<file path="config.mk">
export PLATFORM = sky130hd
export DESIGN_NAME = serial_link_payload_dispatcher
export DESIGN_NICKNAME = d
export VERILOG_FILES = /design/src/rtl/serial_link_payload_dispatcher.sv
export SDC_FILE = /design/constraint.sdc
export NUM_CORES = 1
export LEC_CHECK = 0
export BUFFER_PORTS_ARGS = -buffer_cell sky130_fd_sc_hd__buf_4
export CAP_MARGIN = 25
export CORE_ASPECT_RATIO = 1.25
export CORE_UTILIZATION = 55
export CTS_CLUSTER_SIZE = 30
export DETAILED_ROUTE_END_ITERATION = 12
export GPL_TIMING_DRIVEN = 0
export HOLD_SLACK_MARGIN = 0.03
export PLACE_DENSITY = 0.74
export RECOVER_POWER = 25
export SETUP_SLACK_MARGIN = 0.5
export SLEW_MARGIN = 20
export SYNTH_ARGS = -nofsm -noshare
export SYNTH_HDL_FRONTEND = slang
export SYNTH_SLANG_ARGS = --single-unit
</file>
<file path="constraint.sdc">
create_clock -name clk_i -period 4 [get_ports clk_i]
set_input_delay 0.4 -clock clk_i [delete_from_list [all_inputs] [get_ports clk_i]]
set_output_delay 0.4 -clock clk_i [all_outputs]
set_load 0.01 [all_outputs]
</file>
<file path="src/rtl/serial_link_payload_dispatcher.sv">
// Receive-side payload dispatcher: splits packed link payloads (channel beat + optional B)
// into per-channel FIFOs and reports output handshakes as free pulses for credit return.

module serial_link_payload_dispatcher_fifo #(
    parameter int unsigned W     = 8,
    parameter int unsigned Depth = 4
) (
    input  logic         clk_i,
    input  logic         rst_ni,
    input  logic         push_i,
    input  logic [W-1:0] data_i,
    input  logic         pop_i,
    output logic [W-1:0] data_o,
    output logic         empty_o,
    output logic         full_o
);
    localparam int unsigned IdxW = $clog2(Depth);
    localparam int unsigned PtrW = IdxW + 1;

    logic [PtrW-1:0]         wr_ptr_q, wr_ptr_d, rd_ptr_q, rd_ptr_d;
    logic [Depth-1:0][W-1:0] mem_q, mem_d;

    // Extra pointer MSB distinguishes full from empty when the index bits match.
    assign empty_o = (wr_ptr_q == rd_ptr_q);
    assign full_o  = (wr_ptr_q[IdxW] != rd_ptr_q[IdxW]) &&
                     (wr_ptr_q[IdxW-1:0] == rd_ptr_q[IdxW-1:0]);
    assign data_o  = mem_q[rd_ptr_q[IdxW-1:0]];

    always_comb begin
        wr_ptr_d = wr_ptr_q;
        rd_ptr_d = rd_ptr_q;
        mem_d    = mem_q;
        if (push_i && !full_o) begin
            mem_d[wr_ptr_q[IdxW-1:0]] = data_i;
            wr_ptr_d = wr_ptr_q + PtrW'(1);
        end
        if (pop_i && !empty_o) begin
            rd_ptr_d = rd_ptr_q + PtrW'(1);
        end
    end

    always_ff @(posedge clk_i or negedge rst_ni) begin
        if (!rst_ni) begin
            wr_ptr_q <= '0;
            rd_ptr_q <= '0;
            mem_q    <= '0;
        end else begin
            wr_ptr_q <= wr_ptr_d;
            rd_ptr_q <= rd_ptr_d;
            mem_q    <= mem_d;
        end
    end
endmodule

module serial_link_payload_dispatcher #(
    parameter int unsigned AxiChW  = 64,
    parameter int unsigned BW      = 8,
    parameter int unsigned Depth   = 4,
    parameter int unsigned ErrCntW = 8
) (
    input  logic               clk_i,
    input  logic               rst_ni,
    input  logic               in_valid_i,
    output logic               in_ready_o,
    input  logic [2:0]         in_hdr_i,
    input  logic [AxiChW-1:0]  in_axi_ch_i,
    input  logic               in_b_valid_i,
    input  logic [BW-1:0]      in_b_i,
    output logic               aw_valid_o,
    input  logic               aw_ready_i,
    output logic [AxiChW-1:0]  aw_data_o,
    output logic               w_valid_o,
    input  logic               w_ready_i,
    output logic [AxiChW-1:0]  w_data_o,
    output logic               ar_valid_o,
    input  logic               ar_ready_i,
    output logic [AxiChW-1:0]  ar_data_o,
    output logic               r_valid_o,
    input  logic               r_ready_i,
    output logic [AxiChW-1:0]  r_data_o,
    output logic               b_valid_o,
    input  logic               b_ready_i,
    output logic [BW-1:0]      b_data_o,
    output logic [4:0]         freed_o,
    output logic               credit_only_o,
    output logic               err_o,
    output logic [ErrCntW-1:0] err_cnt_o
);
    localparam logic [2:0] TagIdle = 3'd0;
    localparam int unsigned NumCh  = 4;

    logic [NumCh-1:0][AxiChW-1:0] ch_data;
    logic [NumCh-1:0]             ch_push, ch_pop, ch_empty, ch_full, ch_ready;
    logic                         b_push, b_pop, b_empty, b_full;
    logic                         hdr_is_ch, hdr_illegal, ch_ok, b_ok, accept;
    logic [1:0]                   ch_sel;

    logic [4:0]         freed_q, freed_d;
    logic               credit_only_q, credit_only_d;
    logic               err_q, err_d;
    logic [ErrCntW-1:0] err_cnt_q, err_cnt_d;

    // Tags 1..4 map to FIFO index 0..3 (AW, W, AR, R).
    assign hdr_is_ch   = (in_hdr_i >= 3'd1) && (in_hdr_i <= 3'd4);
    assign hdr_illegal = (in_hdr_i >= 3'd5);
    assign ch_sel      = in_hdr_i[1:0] - 2'd1;

    // Readiness uses only registered full flags, never in_valid_i.
    assign ch_ok      = !hdr_is_ch || !ch_full[ch_sel];
    assign b_ok       = !in_b_valid_i || !b_full;
    assign in_ready_o = ch_ok && b_ok;
    assign accept     = in_valid_i && in_ready_o;

    assign ch_ready = {r_ready_i, ar_ready_i, w_ready_i, aw_ready_i};
    assign ch_pop   = ~ch_empty & ch_ready;
    assign b_push   = accept && in_b_valid_i;
    assign b_pop    = !b_empty && b_ready_i;

    always_comb begin
        ch_push = '0;
        if (accept && hdr_is_ch) begin
            ch_push[ch_sel] = 1'b1;
        end
    end

    for (genvar k = 0; k < NumCh; k++) begin : g_ch
        serial_link_payload_dispatcher_fifo #(
            .W     (AxiChW),
            .Depth (Depth)
        ) u_fifo (
            .clk_i   (clk_i),
            .rst_ni  (rst_ni),
            .push_i  (ch_push[k]),
            .data_i  (in_axi_ch_i),
            .pop_i   (ch_pop[k]),
            .data_o  (ch_data[k]),
            .empty_o (ch_empty[k]),
            .full_o  (ch_full[k])
        );
    end

    serial_link_payload_dispatcher_fifo #(
        .W     (BW),
        .Depth (Depth)
    ) u_b_fifo (
        .clk_i   (clk_i),
        .rst_ni  (rst_ni),
        .push_i  (b_push),
        .data_i  (in_b_i),
        .pop_i   (b_pop),
        .data_o  (b_data_o),
        .empty_o (b_empty),
        .full_o  (b_full)
    );

    assign aw_valid_o = !ch_empty[0];
    assign w_valid_o  = !ch_empty[1];
    assign ar_valid_o = !ch_empty[2];
    assign r_valid_o  = !ch_empty[3];
    assign b_valid_o  = !b_empty;
    assign aw_data_o  = ch_data[0];
    assign w_data_o   = ch_data[1];
    assign ar_data_o  = ch_data[2];
    assign r_data_o   = ch_data[3];

    always_comb begin
        freed_d       = {b_pop, ch_pop};
        credit_only_d = accept && (in_hdr_i == TagIdle) && !in_b_valid_i;
        err_d         = err_q || (accept && hdr_illegal);
        err_cnt_d     = err_cnt_q;
        if (accept && hdr_illegal && (err_cnt_q != '1)) begin
            err_cnt_d = err_cnt_q + ErrCntW'(1);
        end
    end

    always_ff @(posedge clk_i or negedge rst_ni) begin
        if (!rst_ni) begin
            freed_q       <= '0;
            credit_only_q <= 1'b0;
            err_q         <= 1'b0;
            err_cnt_q     <= '0;
        end else begin
            freed_q       <= freed_d;
            credit_only_q <= credit_only_d;
            err_q         <= err_d;
            err_cnt_q     <= err_cnt_d;
        end
    end

    assign freed_o       = freed_q;
    assign credit_only_o = credit_only_q;
    assign err_o         = err_q;
    assign err_cnt_o     = err_cnt_q;
endmodule

</file>
==> qor.csv <==
stage,metric,value,unit
worst_setup_path,Crit path top cell by count,buf_4,
global_routing,initial antenna violation count,6,
global_routing,largest net degree at the start of global routing,167,
sta,worst setup margin,460,ps
sta,Worst Clk Skew,13.6,ps
power_and_ir_drop,Leakage Power,27.2,nW
sta,relative slew slack,-29.7,%
floorplan,die area,89500,sq um
drt,DRT iter0 DRCs,1547,
worst_setup_path,WS Path Type,flip-flop to flip-flop,
sta,Final Max Slew Viols,270,
clocking,Worst-Skew Late Latency,670,ps
sta,post-route clock period utilization,88.5,%
global_routing,vias in the first global route,30700,
sta,fmax,282,MHz
worst_setup_path,CP required,4540,ps
floorplan,io pins,369,
run_status,status,"finished, violations left",
power_and_ir_drop,Power Density,821,nW/um^2
placement,routability cong.,0.810,
floorplan,Starting Density,55.7,%
clocking,clock sinks,1101,
placement,Placed Cells,4391,
drt,Via density,5.87,
synthesis,Yosys warnings,0,
synthesis,"Seq/Total Area, Yosys",56.7,%
power_and_ir_drop,Overall Power,0.0472,W
layout,nets,3521,
drt,Initial DRT Pass Iterations,5,
sta,Final Setup Violations,0,
drt,antenna-violating nets left,0,
clocking,CTS Root Cell,clkbuf_16,
synthesis,Async SR Flop Fraction,100,%
floorplan,Die Ht,334,um
worst_setup_path,CP peak stage delay,580,ps
drt,DRC,0,
worst_setup_path,"Slowest-stage cell, CP",clkbuf_1,
layout,fin cells,4665,
synthesis,#FFs+latches synth,1101,
placement,PortBufs,368,
global_routing,GRT overflow,0,
synthesis,count of flip-flops with a built-in enable after synthesis,0,
worst_setup_path,largest fanout on the critical path,10,
drt,"wirelength, routed",121,mm
synthesis,library cells used by synthesis,39,
hold_path,Hold Crit Class,input port to flip-flop,
global_routing,GRT Overall Usage,28.0,%
synthesis,ys flop type,dfrtp_1,
worst_setup_path,critical-path cell list,"clkbuf_1, xnor2_1, nand3_2, o21ai_0, o32a_1, buf_4, nor3b_1, buf_4, buf_6, mux2_1",
sta,Worst-Margin Slew,1950,ps
clocking,clk buf depth,3,
synthesis,Post-Syn Area,48600,sq um
power_and_ir_drop,VDD IR-drop max,0.442,mV
sta,Tmin final,3540,ps
sta,Final Hold Vio Count,0,
sta,RSZ-0062 raised after global routing,false,
placement,pre-CTS setup slack,898,ps
global_routing,first-pass GRT wire length,188,mm
drt,drt wl/cell,25.9,um
clocking,CTS tree,yes,
layout,share of layout cells above drive strength 1,28.3,%
floorplan,row cnt,121,
clocking,Num CTS Buffers,108,
placement,area post-placement,53100,sq um
layout,area delta synth->final,18.4,%
worst_setup_path,CP arrival,4080,ps
run,Max-cap violations,2,
layout,design area,57500,sq um
worst_setup_path,CP endpoint kind,flip-flop,
floorplan,Horiz. Die Dim,268,um
clocking,Clock Pin Slew Worst Setup and Hold Paths,60,ps
synthesis,"Avg Cell Area, Syn",17.1,sq um
worst_setup_path,Startpoint Class,flip-flop,
drt,DR vias,27400,
floorplan,Core Area,87200,sq um
clocking,number of H-tree levels,3,
placement,Detail Placement HPWL,83.6,mm
synthesis,Mapped Nets,2959,
synthesis,cells after synthesis,2844,
sta,post-route setup TNS,0,ps
run_status,failing checks,"max-capacitance violations, max-slew violations",
==> kinds of logic after synthesis <==
logic type      synth area share [%]
xor+xnor                       0.739
flops                           56.7
fa+ha+maj                      0.799
simple gates                   0.961
buf+inv                         3.58
compound gates                 0.173
mux                             37.0
==> per-stage QoR <==
step	hold WS, ps	utilization [%]
after floorplan	104	-
after global placement	454	60.5
after detailed placement	339	60.9
after CTS	57.0	66.0
after global routing	94.9	65.9
final	90.0	65.9
==> synth_stat cells (all sizes together) (2+ instances only) <==
library cell	number	area, sq um
and2	8	50.1
and3	3	18.8
buf	156	1360
clkbuf	87	327
dfrtp	1101	27600
ha	31	388
inv	14	52.6
mux2	1067	12000
mux2i	2	20.0
mux4	264	5950
nand2	11	41.3
nand3	11	60.1
nand3b	5	37.5
nand4	5	31.3
nor2	7	26.3
nor3b	16	170
xnor2	29	254
xor2	12	105
==> flip-flops by register name, summed over array words and instances (netlist names) <==
| signal | cells |
|---|---|
| freed_o | 5 |
| err_o | 1 |
| err_cnt_o | 8 |
| g_ch.u_fifo.rd_ptr_q | 12 |
| credit_only_o | 1 |
| u_b_fifo.rd_ptr_q | 3 |
| u_b_fifo.mem_q | 32 |
| u_b_fifo.wr_ptr_q | 3 |
| g_ch.u_fifo.mem_q | 1024 |
| g_ch.u_fifo.wr_ptr_q | 12 |
==> cell usage in the layout, fill, tap and decap left out, types with 6 or more instances in the layout <==
cell type	Yosys	layout
buf_1	40	12
buf_16	0	6
buf_2	4	13
buf_4	19	366
buf_6	93	95
bufinv_16	0	10
clkbuf_1	87	132
clkbuf_16	0	113
clkbuf_8	0	24
clkdlybuf4s15_2	0	16
clkinv_2	0	17
dfrtp_1	1101	1101
diode_2	0	7
dlygate4sd3_1	0	73
ha_1	31	31
inv_1	14	14
mux2_1	1024	1025
mux2_2	43	42
mux4_2	264	264
nand2_1	11	11
nand3_1	10	10
nor2_1	7	7
nor3b_1	6	6
nor3b_2	10	10
xnor2_1	29	29
xor2_1	12	12
==> final timing paths <==
path	start	end	slack [ps]	cells after the start
setup reg to reg	u_b_fifo.rd_ptr_q[1]	g_ch[2].u_fifo.mem_q[15]	460	10
max in group asynchronous	rst_ni	g_ch[1].u_fifo.mem_q[95]	970	4
hold reg to reg	err_o	err_o	470	1
min in group asynchronous	rst_ni	g_ch[2].u_fifo.mem_q[136]	260	2
hold / removal	in_b_valid_i	credit_only_o	90	3
setup / recovery	u_b_fifo.rd_ptr_q[1]	g_ch[2].u_fifo.mem_q[15]	460	10
==> power by group <==
part           total (W)  switching [W]  internal [W]
Sequential        0.0187        0.00256        0.0161
Clock             0.0105        0.00426       0.00623
Combinational     0.0180        0.00828       0.00976
==> layout make-up <==
cell class	count	area (sq um)
clock buffer	163	3260
multi-input combinational	1486	19300
inverter	14	52.6
clock inverter	31	417
fill	6082	29700
buffer	243	1820
antenna	7	17.5
sequential	1101	27600
timing repair buffer	452	3650
tap	1168	1460
==> what timing repair did <==
action,CTS,global route
hold buffers,73,0
endpoints found under the setup margin,165,7
setup buffers,0,0
hold endpoints to repair,486,0
gates resized for setup,36,2
==> per-layer routing <==
layer / vias up / part of all wire (%) / global-route usage (%)
li1: 11600 / - / -
met1: 14900 / 41 / 36.9
met2: 666 / 51 / 47.0
met3: 185 / 5.0 / 4.91
met4: 0 / 3.0 / 9.74
met5: - / 0 / 0
==> worst max-delay path: cells and delay by family, from the launching register on <==
kind                   cells  cell delay (ps)
AND/OR/NAND/NOR            2              530
multiplexers               1              340
XOR/XNOR                   1              210
flip-flops                 1              340
buffers and inverters      4             1410
AO/OA/AOI/OAI              2              540
No activity file was read; power rests on OpenSTA's default activity.
